[src/rtl/mul_pkg.sv]
// Shared parameters and types for the Booth multiplier datapath.
// Optional MAC initialisation is controlled by the PP_ACC_INIT_EN macro.
package mul_pkg;

    localparam int unsigned DEF_WIDTH = 32;
    localparam int unsigned DEF_SHIFT = 4;
    localparam int unsigned STEPS     = DEF_WIDTH / DEF_SHIFT;
    localparam int unsigned CNT_W     = $clog2(STEPS + 1);

    typedef enum logic [1:0] {
        PP_IDLE,
        PP_BUSY,
        PP_DONE
    } pp_state_e;

    typedef logic signed [DEF_WIDTH+DEF_SHIFT-1:0] pp_t;
    typedef logic signed [2*DEF_WIDTH-1:0]         prod_t;

endpackage

[src/rtl/pp_accum_shift_reg_pp_step_adder.sv]
// Combinational accumulate step: add a sign-extended partial product into the
// high half of the running product, then arithmetic-shift right by SHIFT.
module pp_step_adder #(
    parameter int unsigned WIDTH = 32,
    parameter int unsigned SHIFT = 4
) (
    input  logic [2*WIDTH+SHIFT:0]   p,
    input  logic [WIDTH+SHIFT-1:0]   pp,
    output logic [2*WIDTH+SHIFT:0]   p_next
);

    localparam int unsigned PW = 2*WIDTH + SHIFT + 1;
    localparam int unsigned HW = WIDTH + SHIFT + 1;

    logic signed [HW-1:0] hi;
    logic signed [HW-1:0] pp_ext;
    logic signed [HW-1:0] sum;
    logic signed [PW-1:0] cat;

    assign hi     = p[PW-1:WIDTH];
    assign pp_ext = HW'($signed(pp));
    assign sum    = hi + pp_ext;
    // {sum, LO} is exactly PW bits; one arithmetic shift retires SHIFT bits.
    assign cat    = {sum, p[WIDTH-1:0]};
    assign p_next = cat >>> SHIFT;

endmodule

[src/rtl/pp_accum_shift_reg.sv]
// Booth partial-product accumulator / shift register with valid/ready ports.
// Define PP_ACC_INIT_EN to add acc_init for multiply-accumulate.
module pp_accum_shift_reg
    import mul_pkg::*;
#(
    parameter int unsigned WIDTH = DEF_WIDTH,
    parameter int unsigned SHIFT = DEF_SHIFT
) (
    input  logic                     clk,
    input  logic                     rst_n,
    input  logic                     start,
    input  logic                     abort,
    input  logic                     pp_valid,
    output logic                     pp_ready,
    input  logic [WIDTH+SHIFT-1:0]   pp_in,
`ifdef PP_ACC_INIT_EN
    input  logic [2*WIDTH-1:0]       acc_init,
`endif
    output logic                     res_valid,
    input  logic                     res_ready,
    output logic [2*WIDTH-1:0]       res_out,
    output logic                     busy
);

    localparam int unsigned PW      = 2*WIDTH + SHIFT + 1;
    localparam int unsigned N_STEPS = WIDTH / SHIFT;
    localparam int unsigned CW      = $clog2(N_STEPS + 1);

    pp_state_e       state;
    logic [PW-1:0]   p_q;
    logic [PW-1:0]   p_next;
    logic [PW-1:0]   p_init;
    logic [CW-1:0]   cnt;

    pp_step_adder #(
        .WIDTH (WIDTH),
        .SHIFT (SHIFT)
    ) u_step (
        .p      (p_q),
        .pp     (pp_in),
        .p_next (p_next)
    );

`ifdef PP_ACC_INIT_EN
    // Pre-shift left by WIDTH so the STEPS right shifts bring it back into place.
    logic signed [3*WIDTH-1:0] init_aligned;
    assign init_aligned = {acc_init, WIDTH'(0)};
    assign p_init       = PW'(init_aligned);
`else
    assign p_init = '0;
`endif

    assign res_out = p_q[2*WIDTH-1:0];

    always_ff @(posedge clk or negedge rst_n) begin
        if (!rst_n) begin
            state     <= PP_IDLE;
            p_q       <= '0;
            cnt       <= '0;
            pp_ready  <= 1'b0;
            res_valid <= 1'b0;
            busy      <= 1'b0;
        end else if (abort) begin
            state     <= PP_IDLE;
            p_q       <= '0;
            cnt       <= '0;
            pp_ready  <= 1'b0;
            res_valid <= 1'b0;
            busy      <= 1'b0;
        end else begin
            case (state)
                PP_IDLE: begin
                    if (start) begin
                        state    <= PP_BUSY;
                        p_q      <= p_init;
                        cnt      <= '0;
                        pp_ready <= 1'b1;
                        busy     <= 1'b1;
                    end
                end
                PP_BUSY: begin
                    if (pp_valid) begin
                        p_q <= p_next;
                        cnt <= cnt + CW'(1);
                        if (cnt == CW'(N_STEPS - 1)) begin
                            state     <= PP_DONE;
                            pp_ready  <= 1'b0;
                            res_valid <= 1'b1;
                        end
                    end
                end
                PP_DONE: begin
                    if (res_ready) begin
                        state     <= PP_IDLE;
                        res_valid <= 1'b0;
                        busy      <= 1'b0;
                    end
                end
                default: begin
                    state     <= PP_IDLE;
                    pp_ready  <= 1'b0;
                    res_valid <= 1'b0;
                    busy      <= 1'b0;
                end
            endcase
        end
    end

endmodule

[config.mk]
export PLATFORM = sky130hd
export DESIGN_NAME = pp_accum_shift_reg
export DESIGN_NICKNAME = d
export VERILOG_FILES = /design/src/rtl/mul_pkg.sv /design/src/rtl/pp_accum_shift_reg_pp_step_adder.sv /design/src/rtl/pp_accum_shift_reg.sv
export SDC_FILE = /design/constraint.sdc
export NUM_CORES = 1
export LEC_CHECK = 0
export ABC_AREA = 1
export CAP_MARGIN = 30
export CORE_ASPECT_RATIO = 0.8
export CORE_MARGIN = 4
export CORE_UTILIZATION = 30
export CTS_CLUSTER_DIAMETER = 150
export CTS_CLUSTER_SIZE = 12
export DETAILED_ROUTE_END_ITERATION = 16
export SYNTH_ARGS = -nofsm -noshare
export SYNTH_HDL_FRONTEND = slang
export SYNTH_SLANG_ARGS = --single-unit
[constraint.sdc]
create_clock -name clk -period 5.4 [get_ports clk]
set_input_delay 0.54 -clock clk [delete_from_list [all_inputs] [get_ports clk]]
set_output_delay 0.54 -clock clk [all_outputs]
set_load 0.05 [all_outputs]
# --- Word-level counts from Yosys, hierarchy flattened ---
# Index checks and enable logic that the tools add are counted.
totals:
  word_cells: 51
  inputBits: 42
  output_inout_bits: 67
  ff_bits: 78
op_classes:
  n_reduce_logical: 7
  mux: 26
  eq_ne: 10
  addsub: 2
ops:
  columns: ["op", "count"]
  rows:
  - ["$mux W69", 3]
  - ["$pmux W69 S2", 1]
  - ["$add A37 B36 Y37", 1]
  - ["$mux W4", 3]
  - ["$ne A3 B3 Y1 const B", 4]
  - ["$reduce_and A4 Y1", 3]
  - ["$mux W2", 5]
  - ["$mux W1", 9]
  - ["$pmux W1 S3", 3]
  - ["$pmux W4 S2", 1]
  - ["$ne A2 B2 Y1 const B", 3]
  - ["$pmux W2 S3", 1]
  - ["$reduce_and A3 Y1", 2]
  - ["$add A4 B1 Y4 const B", 1]
  - ["$eq A4 B3 Y1 const B", 1]
  - ["$reduce_bool A3 Y1", 1]
  - ["$eq A2 B1 Y1 const B", 1]
  - ["$eq A2 B2 Y1 const B", 1]
  - ["$logic_not A2 Y1", 1]

# --- Logic depth before layout (Yosys ltp) ---
# Gate-level depths: netlist of run 1.
logic_depth:
  word_depth: 5
  mapped_depth: 15

# --- By module ---
# A second synthesis of run 1 with hierarchy kept.
hier_totals:
  cells_unflattened: 988
  hier_area_um2: 6620.1
modules_own_cells:
  columns: ["mod", "cells_each", "area_per_inst_um2", "instances", "seq_area_each_um2"]
  rows:
  - ["pp_accum_shift_reg", 434, 3786.1, 1, 1951.9]
  - ["pp_step_adder", 554, 2834.0, 1, 0.0]

# --- Worst setup path after synthesis of run 1 ---
# No wires, ideal clock.
synth_path:
  path_kind: "input to register"
  from: "input port pp_in[0]"
  to: "register p_q[52]"
  path_stages: 15
  arrival_time_ps: 1964
  setup_slack_ps: 3318
  setup_ps: 117
  required_time_ps: 5283
  path_cell_list: "ha_1 > inv_1 > fa_1 > inv_1 > nand3_1 > nand3_1 > nand2_1 > nand2_1 > nand3_1 > nand2_2 > nand2_1 > nand2_1 > nand2_1 > nand3_1 > nand2_1"
synth_via:
  elab_chain_cells: 4
synth_rtl:
  columns: ["element", "line", "text"]
  rows:
  - ["start: declaration", "pp_accum_shift_reg.sv:15", "input logic [WIDTH+SHIFT-1:0] pp_in,"]
  - ["$add A37 B36 Y37", "pp_accum_shift_reg_pp_step_adder.sv:22", "assign sum = hi + pp_ext;"]
  - ["$mux W69", "pp_accum_shift_reg.sv:82", "if (pp_valid) begin"]
  - ["$pmux W69 S2", "pp_accum_shift_reg.sv:71", "case (state)"]
  - ["$mux W69", "pp_accum_shift_reg.sv:63", "end else if (abort) begin"]
  - ["end signal: assignment", "pp_accum_shift_reg.sv:75", "p_q <= p_init;"]
  - ["end signal: assignment", "pp_accum_shift_reg.sv:83", "p_q <= p_next;"]
  - ["end: declaration", "pp_accum_shift_reg.sv:30", "logic [PW-1:0] p_q;"]
# Every way passes these cells. The select of a mux whose other input is x is not followed.
# A chain may end at the register's enable or synchronous reset.

# --- Worst setup path after layout of run 1 ---
layout_path:
  from: "input port abort"
  to: "register p_q[39]"
layout_via:
  elab_chain_cells: 2
  elab_cells_between_ends: 5
layout_rtl:
  columns: ["element", "line", "text"]
  rows:
  - ["start: declaration", "pp_accum_shift_reg.sv:12", "input logic abort,"]
  - ["$ne A3 B3 Y1 (no source line) / $reduce_bool A3 Y1 (equally long branches)", null, null]
  - ["$reduce_and A3 Y1 (no source line)", null, null]
# Several ways; a longest one is shown, not always the timed one.

==> flow_metrics.tcl, run 1 <==
set metrics [dict create \
    layout_commonest_cell "nand2_1" \
    outcome "completed" \
    fp.dieH_microns 134 \
    grt_overflow 0 \
    n_antenna_cell 0 \
    root_buffer "clkbuf_16" \
    grt_pass1_wl_microns 28600 \
    num_rows 45 \
    drive_gt1_share_pct 6.55 \
    layout_common_cells "nand2_1 (265), inv_1 (136), clkdlybuf4s50_1 (107), dfrtp_1 (74), nor2_1 (64)" \
    synth_fp_nets 964 \
    path_cells "clkdlybuf4s50_1, nor2_2, inv_2, nor2_4, inv_2, a21oi_1, o21ai_0, nand2_1" \
    multi_input_comb_area_sq_mm 0.00301 \
    dp_hpwl_microns 13800 \
    seq_area_sq_mm 0.00185 \
    fin_skew_ns 0.00585 \
    drt_wl_total_microns 17500 \
    synth-seq-area-share_pct 30.9 \
    hp-class "in2async" \
    ys_seq_elements 74 \
    synth-xor-area-share_pct 0.146 \
    hold_viol 0 \
    pin_count 109 \
    antenna_found_initial 0 \
    cts_tree "yes" \
    syn_avg_cell_area_sq_um 6.78 \
    core-area_sq_mm 0.0193 \
    via_count 5495 \
    syn2layout_area_growth_pct 18.6 \
    ant_nets 0 \
    synth_cells 884 \
    slew_viol_final 0 \
    cp.arrival_ns 2.91 \
    die_w_microns 166 \
    initial_core_util_pct 31.0 \
    grt_usage_pct 16.0 \
    grt_pass1_vias 5364 \
    vias_per_cell 4.62 \
    leakage_uw 0.00362 \
    drc 0 \
    yosys.area.top_type_share_pct 30.9 \
    synthMuxAreaShare_pct 0 \
    clk_pin_slew_ns 0.07 \
    crit_type "in2reg" \
    io_buffers 108 \
    fmax_mhz 381 \
    hold_buffers 0 \
    cp_max_fo 38 \
    p_per_area_mw_per_mm2 237 \
    worst_pin_slew_ns 0.936 \
    fill_cells 2055 \
    synth_fa_ha_area_share_pct 8.06 \
    h-tree-depth 3 \
    yosys.area_share.simple_pct 29.8 \
    post_cts_buffers 0 \
    synth_compound_area_share_pct 12.2 \
    crit_path_end_kind "flop" \
    synth.distinct_cells 36 \
    fin_tns_setup_ns 0 \
    worstPathRequired_ns 5.69 \
    rsz0062_at_grt "no" \
    layout_min_cycle_time_ns 2.62 \
    clock_latency_ns 0.35 \
    ir_drop_uv 124 \
    worst_path_most_repeated_cell "inv_2" \
    wire_per_inst_microns 14.7 \
    fin_util_pct 36.8 \
    cts_sinks 74 \
    synth_area_leaders "dfrtp_1 (31%), nand2_1 (17%), inv_1 (8.5%)" \
    cp_slowest_cell "nor2_4" \
    nets 1006 \
    cts_resized 0 \
    synth_top_family_by_area "simple AND/OR/NAND/NOR gates" \
    ys_warn_count 0 \
    cts_max_path_buffers 2 \
    gp_congestion 0.937 \
    setup_viol 0 \
    slew_headroom_pct 37.5 \
    dieArea_sq_mm 0.0223 \
    synth_area_leader_cell "dfrtp_1" \
    syn_area_sq_mm 0.00599 \
    worstSetupStartpointType "input port" \
    slowest_delay_ns 0.62 \
    dr.pass1.iters 4 \
    numCtsBuffers 9 \
    min_period_over_period_pct 48.6 \
    maxCapViolations 0 \
    grt_max_degree 58 \
    initialDrtViolationCount 443 \
]
Yosys cell counts:
cell / instances
dfrtp_1: 74
nor3_2: 2
nor2_2: 12
nand3_2: 3
buf_6: 8
or2_2: 1
nand3_1: 47
clkbuf_1: 1
inv_1: 136
o21ai_0: 39
ha_1: 37
nor3_1: 9
o21bai_1: 5
a31oi_1: 2
buf_2: 3
a21oi_1: 44
nor2_4: 1
a32o_1: 2
a21oi_2: 1
nand4_1: 1
fa_1: 1
o21ai_1: 5
nor2_1: 64
o21a_1: 1
xnor2_1: 1
o21ai_2: 1
and2_1: 1
nand2_2: 17
nand2_1: 265
nand2_4: 1
a21boi_0: 2
o22ai_1: 26
inv_2: 3
o31ai_1: 1
buf_4: 66
o22ai_2: 1
flip-flops by register name (all words and copies together) (netlist names):
name	flops
busy	1
cnt	4
p_q	65
pp_ready	1
res_valid	1
state	2
metal layers:
layer | track usage [%] | part of all wire (%) | vias to the layer above
met5 | 0 | 0 | -
met4 | 3.48 | 1.0 | 0
met3 | 3.36 | 6.1 | 10
met2 | 22.8 | 40 | 168
met1 | 24.7 | 53 | 2508
li1 | - | - | 2809
final timing paths:
path,start,endpoint,slack [ns],depth (start not counted)
hold reg to reg,p_q[1],p_q[1],0.48,2
setup reg to reg,state[1],p_q[39],2.96,9
min in group clk,p_q[1],p_q[1],0.48,2
max in group asynchronous,rst_n,res_valid,4.31,2
setup / recovery,abort,p_q[39],2.78,8
hold / removal,rst_n,p_q[43],0.08,1
cell type report:
class	instances	area share [%]
Tap cell	258	4.54
Clock buffer	9	3.17
Sequential cell	74	26.1
Clock inverter	7	1.18
Inverter	139	7.34
Timing Repair Buffer	109	15.3
Multi-Input combinational cell	593	42.4
critical path, delay by kind of cell:
family	cells	cell delay (ns)
and+or+nand+nor	3	0.90
AOI/OAI and AO/OA	2	0.36
buffers and inverters	3	1.08
cells by family (layout without fill, tap and decap cells):
family,Yosys count,after routing
compound gates,130,130
xor+xnor,1,1
fa+ha+maj,38,38
buf+inv,217,264
flops,74,74
simple gates,424,424
where the power goes:
| part | switching, uW | leakage [uW] | internal, uW | total, uW |
|---|---|---|---|---|
| registers | 21.4 | 0.00102 | 578 | 599 |
| logic | 300 | 0.00245 | 145 | 445 |
| clock network | 274 | 0.000149 | 367 | 642 |
stage by stage:
| step | total power, uW | worst slack [ns] | hold WS, ns | instances | area (sq um) |
|---|---|---|---|---|---|
| 2_1_floorplan | 927 | 3.32 | 0.244 | 884 | 5990 |
| 3_5_place_dp | 1050 | 2.39 | 0.456 | 1173 | 6800 |
| 6_report | 1690 | 2.78 | 0.0751 | 1189 | 7100 |
| 4_1_cts | 1710 | 2.77 | 0.0787 | 1189 | 7100 |
| 3_3_place_gp | 1050 | 2.47 | 0.454 | 1173 | 6800 |
| 5_1_grt | 1780 | 2.58 | 0.0851 | 1189 | 7100 |
(Power assumes the default switching activity.)
==> inputs of run 2 (changes only) <==
==> constraint.sdc (replaced) <==
create_clock -name clk -period 2.5 [get_ports clk]
set_input_delay 0.25 -clock clk [delete_from_list [all_inputs] [get_ports clk]]
set_output_delay 0.25 -clock clk [all_outputs]
set_load 0.05 [all_outputs]
==> flow_metrics.tcl, run 2 (same netlist as run 1, synthesis figures left out) <==
set metrics [dict create \
    outcome "completed" \
    dp_hpwl_microns 13500 \
    antenna_found_initial 0 \
    layout_commonest_cell "nand2_1" \
    setup_viol 0 \
    drive_gt1_share_pct 7.24 \
    layout_common_cells "nand2_1 (265), inv_1 (136), clkdlybuf4s50_1 (107), dfrtp_1 (74), nor2_1 (64)" \
    initial_core_util_pct 31.0 \
    syn2layout_area_growth_pct 19.8 \
    crit_path_end_kind "flop" \
    fin_skew_ns 0.00772 \
    cp_slowest_cell "dfrtp_1" \
    slew_viol_final 0 \
    io_buffers 108 \
    top_layer_used "met4" \
    crit_type "reg2reg" \
    drc 0 \
    largest_reg_flops 65 \
    clock_latency_ns 0.35 \
    core-area_sq_mm 0.0193 \
    fin_tns_setup_ns 0 \
    path_cells "ha_1, inv_1, fa_1, inv_1, nand3_1, nand3_1, nand2_1, nand2_1, nand3_1, nand2_2, nand2_1, nand2_1, nand2_1, nand3_1, nand2_1" \
    worst_pin_slew_ns 0.700 \
    dieArea_sq_mm 0.0223 \
    worstPathRequired_ns 2.74 \
    cts_tree "yes" \
    dr.pass1.iters 5 \
    fmax_mhz 467 \
    largest_register "p_q" \
    vias_per_cell 4.64 \
    grt_usage_pct 15.7 \
    leakage_uw 0.00367 \
    ant_nets 0 \
    cts_sinks 74 \
    cp.arrival_ns 2.38 \
    ir_drop_uv 263 \
    slowest_delay_ns 0.40 \
    worstSetupStartpointType "flop" \
    worst_path_most_repeated_cell "nand2_1" \
    top_regs "p_q x65, cnt x4, state x2" \
    met2_length_microns 7070 \
    grt_overflow 0 \
    die_w_microns 166 \
    via_count 5559 \
    num_rows 45 \
    gp_congestion 0.909 \
    cts_max_path_buffers 2 \
    nets 1014 \
    root_buffer "clkbuf_16" \
    p_per_area_mw_per_mm2 509 \
    cp_max_fo 4 \
    drt-met1-wl_microns 9040 \
    min_period_over_period_pct 85.7 \
    fin_cells 1197 \
    wl_met3_microns 1020 \
    layout_min_cycle_time_ns 2.14 \
    wire_per_inst_microns 14.4 \
    grt_pass1_wl_microns 28000 \
    hold_viol 0 \
    grt_max_degree 43 \
    rsz0062_at_grt "no" \
    h-tree-depth 3 \
    n_antenna_cell 0 \
    fp.dieH_microns 134 \
    post_cts_buffers 0 \
    pin_count 109 \
    maxCapViolations 0 \
    initialDrtViolationCount 402 \
    clk_pin_slew_ns 0.07 \
    placed_cells 1180 \
    slew_headroom_pct 53.3 \
    numCtsBuffers 9 \
    hp-class "in2async" \
    drt_wl_total_microns 17300 \
    grt_pass1_vias 5351 \
]
==> run 2: area by class of cell <==
cell class / count / area (sq um)
Clock inverter: 7 / 83.8
Clock buffer: 9 / 225
Timing Repair Buffer: 117 / 1160
Sequential cell: 74 / 1850
Tap cell: 258 / 323
Fill cell: 2049 / 12100
Multi-Input combinational cell: 593 / 3010
Inverter: 139 / 522
==> run 2: worst max-delay path: cells and delay by family, from the launching register on <==
kind          cells  cell delay, ns
buf+inv           2            0.17
flops             1            0.40
fa+ha+maj         2            0.64
simple gates     11            0.84
==> run 2: routing by layer <==
metal  up-vias  track usage, %
met3        12            3.36
met4         0            3.44
met1      2564            23.7
met5         -               0
met2       143            22.8
li1       2840               -
==> run 2: repair_timing <==
| item | 4_1_cts | 5_1_grt |
|---|---|---|
| resized for setup | 0 | 0 |
| hold buffers | 1 | 0 |
| hold endpoints to repair | 32 | 0 |
==> run 2: final timing paths <==
path                         start        end  slack (ns)  depth (start not counted)
max                        p_q[32]    p_q[52]        0.36                         15
min                          rst_n    p_q[44]        0.43                          2
max reg2reg                p_q[32]    p_q[52]        0.36                         15
min reg2reg                 p_q[2]     p_q[2]        0.48                          2
max in group asynchronous    rst_n  res_valid        1.47                          3
min in group clk            p_q[2]     p_q[2]        0.48                          2
==> run 2: where the power goes <==
part           leakage [uW]  internal, uW  total (uW)  switching, uW
registers           0.00102          1250        1290           43.1
logic               0.00249           328         982            653
clock network      0.000149           793        1380            590
==> run 2: per-stage QoR <==
step	hold WS [ns]	utilization, %	total power, uW	worst slack (ns)	instance area [sq um]
after floorplan	-0.0456	-	2000	0.600	5990
after global placement	0.263	35.5	2290	0.0910	6860
after detailed placement	0.274	35.5	2290	0.0317	6860
after CTS	0.435	37.2	3710	0.367	7180
after global routing	0.469	37.2	3860	0.0730	7180
final	0.428	37.2	3660	0.359	7180
==> inputs of run 3 (changes only) <==
--- a/config.mk
+++ b/config.mk
@@ -9,10 +9,12 @@
 export CAP_MARGIN = 30
 export CORE_ASPECT_RATIO = 0.8
 export CORE_MARGIN = 4
-export CORE_UTILIZATION = 30
+export CORE_UTILIZATION = 54
 export CTS_CLUSTER_DIAMETER = 150
 export CTS_CLUSTER_SIZE = 12
 export DETAILED_ROUTE_END_ITERATION = 16
+export PLACE_DENSITY = 0.82
+export SKIP_LAST_GASP = 1
 export SYNTH_ARGS = -nofsm -noshare
 export SYNTH_HDL_FRONTEND = slang
 export SYNTH_SLANG_ARGS = --single-unit
==> flow_metrics.tcl, run 3 (same netlist as run 1, synthesis figures left out) <==
set metrics [dict create \
    cts_tree "yes" \
    initial_core_util_pct 55.2 \
    r2r_start "p_q[48]" \
    met3_usage_pct 5.07 \
    grt_pass1_wl_microns 26400 \
    initialDrtViolationCount 645 \
    fp.dieH_microns 102 \
    clock_latency_ns 0.34 \
    grt_overflow 0 \
    dieArea_sq_mm 0.0129 \
    cts_resized 0 \
    dp_hpwl_microns 12700 \
    worstPathRequired_ns 2.75 \
    io_buffers 108 \
    slew_viol_final 0 \
    maxCapViolations 0 \
    rsz0062_at_grt "no" \
    fin_tns_setup_ns 0 \
    p_per_area_mw_per_mm2 527 \
    wire_per_inst_microns 15.1 \
    grtUsageMet2_pct 38.4 \
    numCtsBuffers 9 \
    busiest_layer "met1" \
    n_antenna_cell 0 \
    min_period_over_period_pct 86.9 \
    layout_common_cells "nand2_1 (265), inv_1 (136), clkdlybuf4s50_1 (107), dfrtp_1 (74), nor2_1 (64)" \
    top_regs "p_q x65, cnt x4, state x2" \
    layout_commonest_cell "nand2_1" \
    die_w_microns 126 \
    grt_util_met1_pct 38.9 \
    largest_reg_flops 65 \
    grt_usage_pct 25.7 \
    h-tree-depth 3 \
    grt_max_degree 48 \
    setup_viol 0 \
    fin_skew_ns 0.00334 \
    layout_min_cycle_time_ns 2.17 \
    hp-class "in2async" \
    r2r_slack_ns 0.33 \
    startpoint "p_q[48]" \
    gp_congestion 1.01 \
    cts_max_path_buffers 2 \
    largest_register "p_q" \
    pin_count 109 \
    rr_endpoint "p_q[47]" \
    core-area_sq_mm 0.0108 \
    nets 1017 \
    drive_gt1_share_pct 7.54 \
    worst_pin_slew_ns 0.975 \
    ant_nets 0 \
    post_cts_buffers 0 \
    leakage_uw 0.00370 \
    fmax_mhz 460 \
    worstSetupStartpointType "flop" \
    crit_path_end_kind "flop" \
    outcome "completed" \
    drt_wl_total_microns 16400 \
    cp_max_fo 5 \
    dr.pass1.iters 6 \
    ir_drop_uv 309 \
    clk_pin_slew_ns 0.06 \
    hold_buffers 1 \
    slew_headroom_pct 34.9 \
    p_total_uw 3730 \
    num_rows 34 \
    cts_sinks 74 \
    syn2layout_area_growth_pct 18.3 \
    cp.arrival_ns 2.43 \
    antenna_found_initial 0 \
    crit_type "reg2reg" \
    grt_pass1_vias 5270 \
    vias_per_cell 5.28 \
    root_buffer "clkbuf_16" \
    drc 0 \
    r2r_cells 11 \
    hold_viol 0 \
    via_count 5732 \
]
run 3: cell types whose count changed in the layout (fill, tap and decap cells not counted), sizes merged:
| cell | before | now |
|---|---|---|
| bufinv | 1 | 2 |
| clkinv | 1 | 2 |
| buf | 9 | 12 |
| clkinvlp | 1 | 0 |
| inv | 143 | 141 |
| clkbuf | 9 | 10 |
run 3: how the worst max path moves through the flow:
stage	to	slack, ns	cells past startpoint
4_1_cts	p_q[52]	0.36	15
2_1_floorplan	p_q[52]	0.60	15
3_3_place_gp	p_q[60]	0.14	16
6_report	p_q[47]	0.33	11
3_5_place_dp	p_q[52]	0.07	16
5_1_grt	p_q[56]	0.20	13
run 3: report_power, final:
part	internal (uW)	leakage, uW	switching (uW)	total, uW
Clock	915	0.000165	538	1450
Combinational	329	0.00251	655	984
Sequential	1250	0.00102	46.7	1300
run 3: layout make-up:
cell class,instances,area [sq um]
timing repair buffer,120,1180
clock buffer,10,239
clock inverter,6,97.6
tap,144,180
fill,991,3760
multi-input combinational,593,3010
inverter,139,522
sequential,74,1850
run 3: metrics by stage:
stage | cell area [sq um] | setup slack (ns) | std cells | hold WS (ns) | utilization, %
6_report | 7090 | 0.326 | 1086 | 0.459 | 65.3
5_1_grt | 7090 | 0.195 | 1086 | 0.518 | 65.3
4_1_cts | 7090 | 0.358 | 1086 | 0.490 | 65.3
3_5_place_dp | 6740 | 0.0679 | 1069 | 0.305 | 62.1
3_3_place_gp | 6740 | 0.136 | 1069 | 0.304 | 62.1
2_1_floorplan | 5990 | 0.600 | 884 | -0.0456 | -
run 3: worst max-delay path: stages, from the launching register on:
cell	delay (ns)
dfrtp_1	0.46
ha_1	0.42
nand2_2	0.12
inv_1	0.04
nand2_1	0.17
inv_1	0.10
a21oi_1	0.21
nand3_1	0.15
buf_4	0.18
nand2_1	0.05
nand2_1	0.04
o21ai_0	0.14
run 3: routing by layer:
metal,share of wire [%],vias up,wire length (microns)
met5,0,-,0
met4,1.4,0,225
met3,9.5,20,1560
met2,41,253,6750
met1,48,2607,7890
li1,-,2852,-
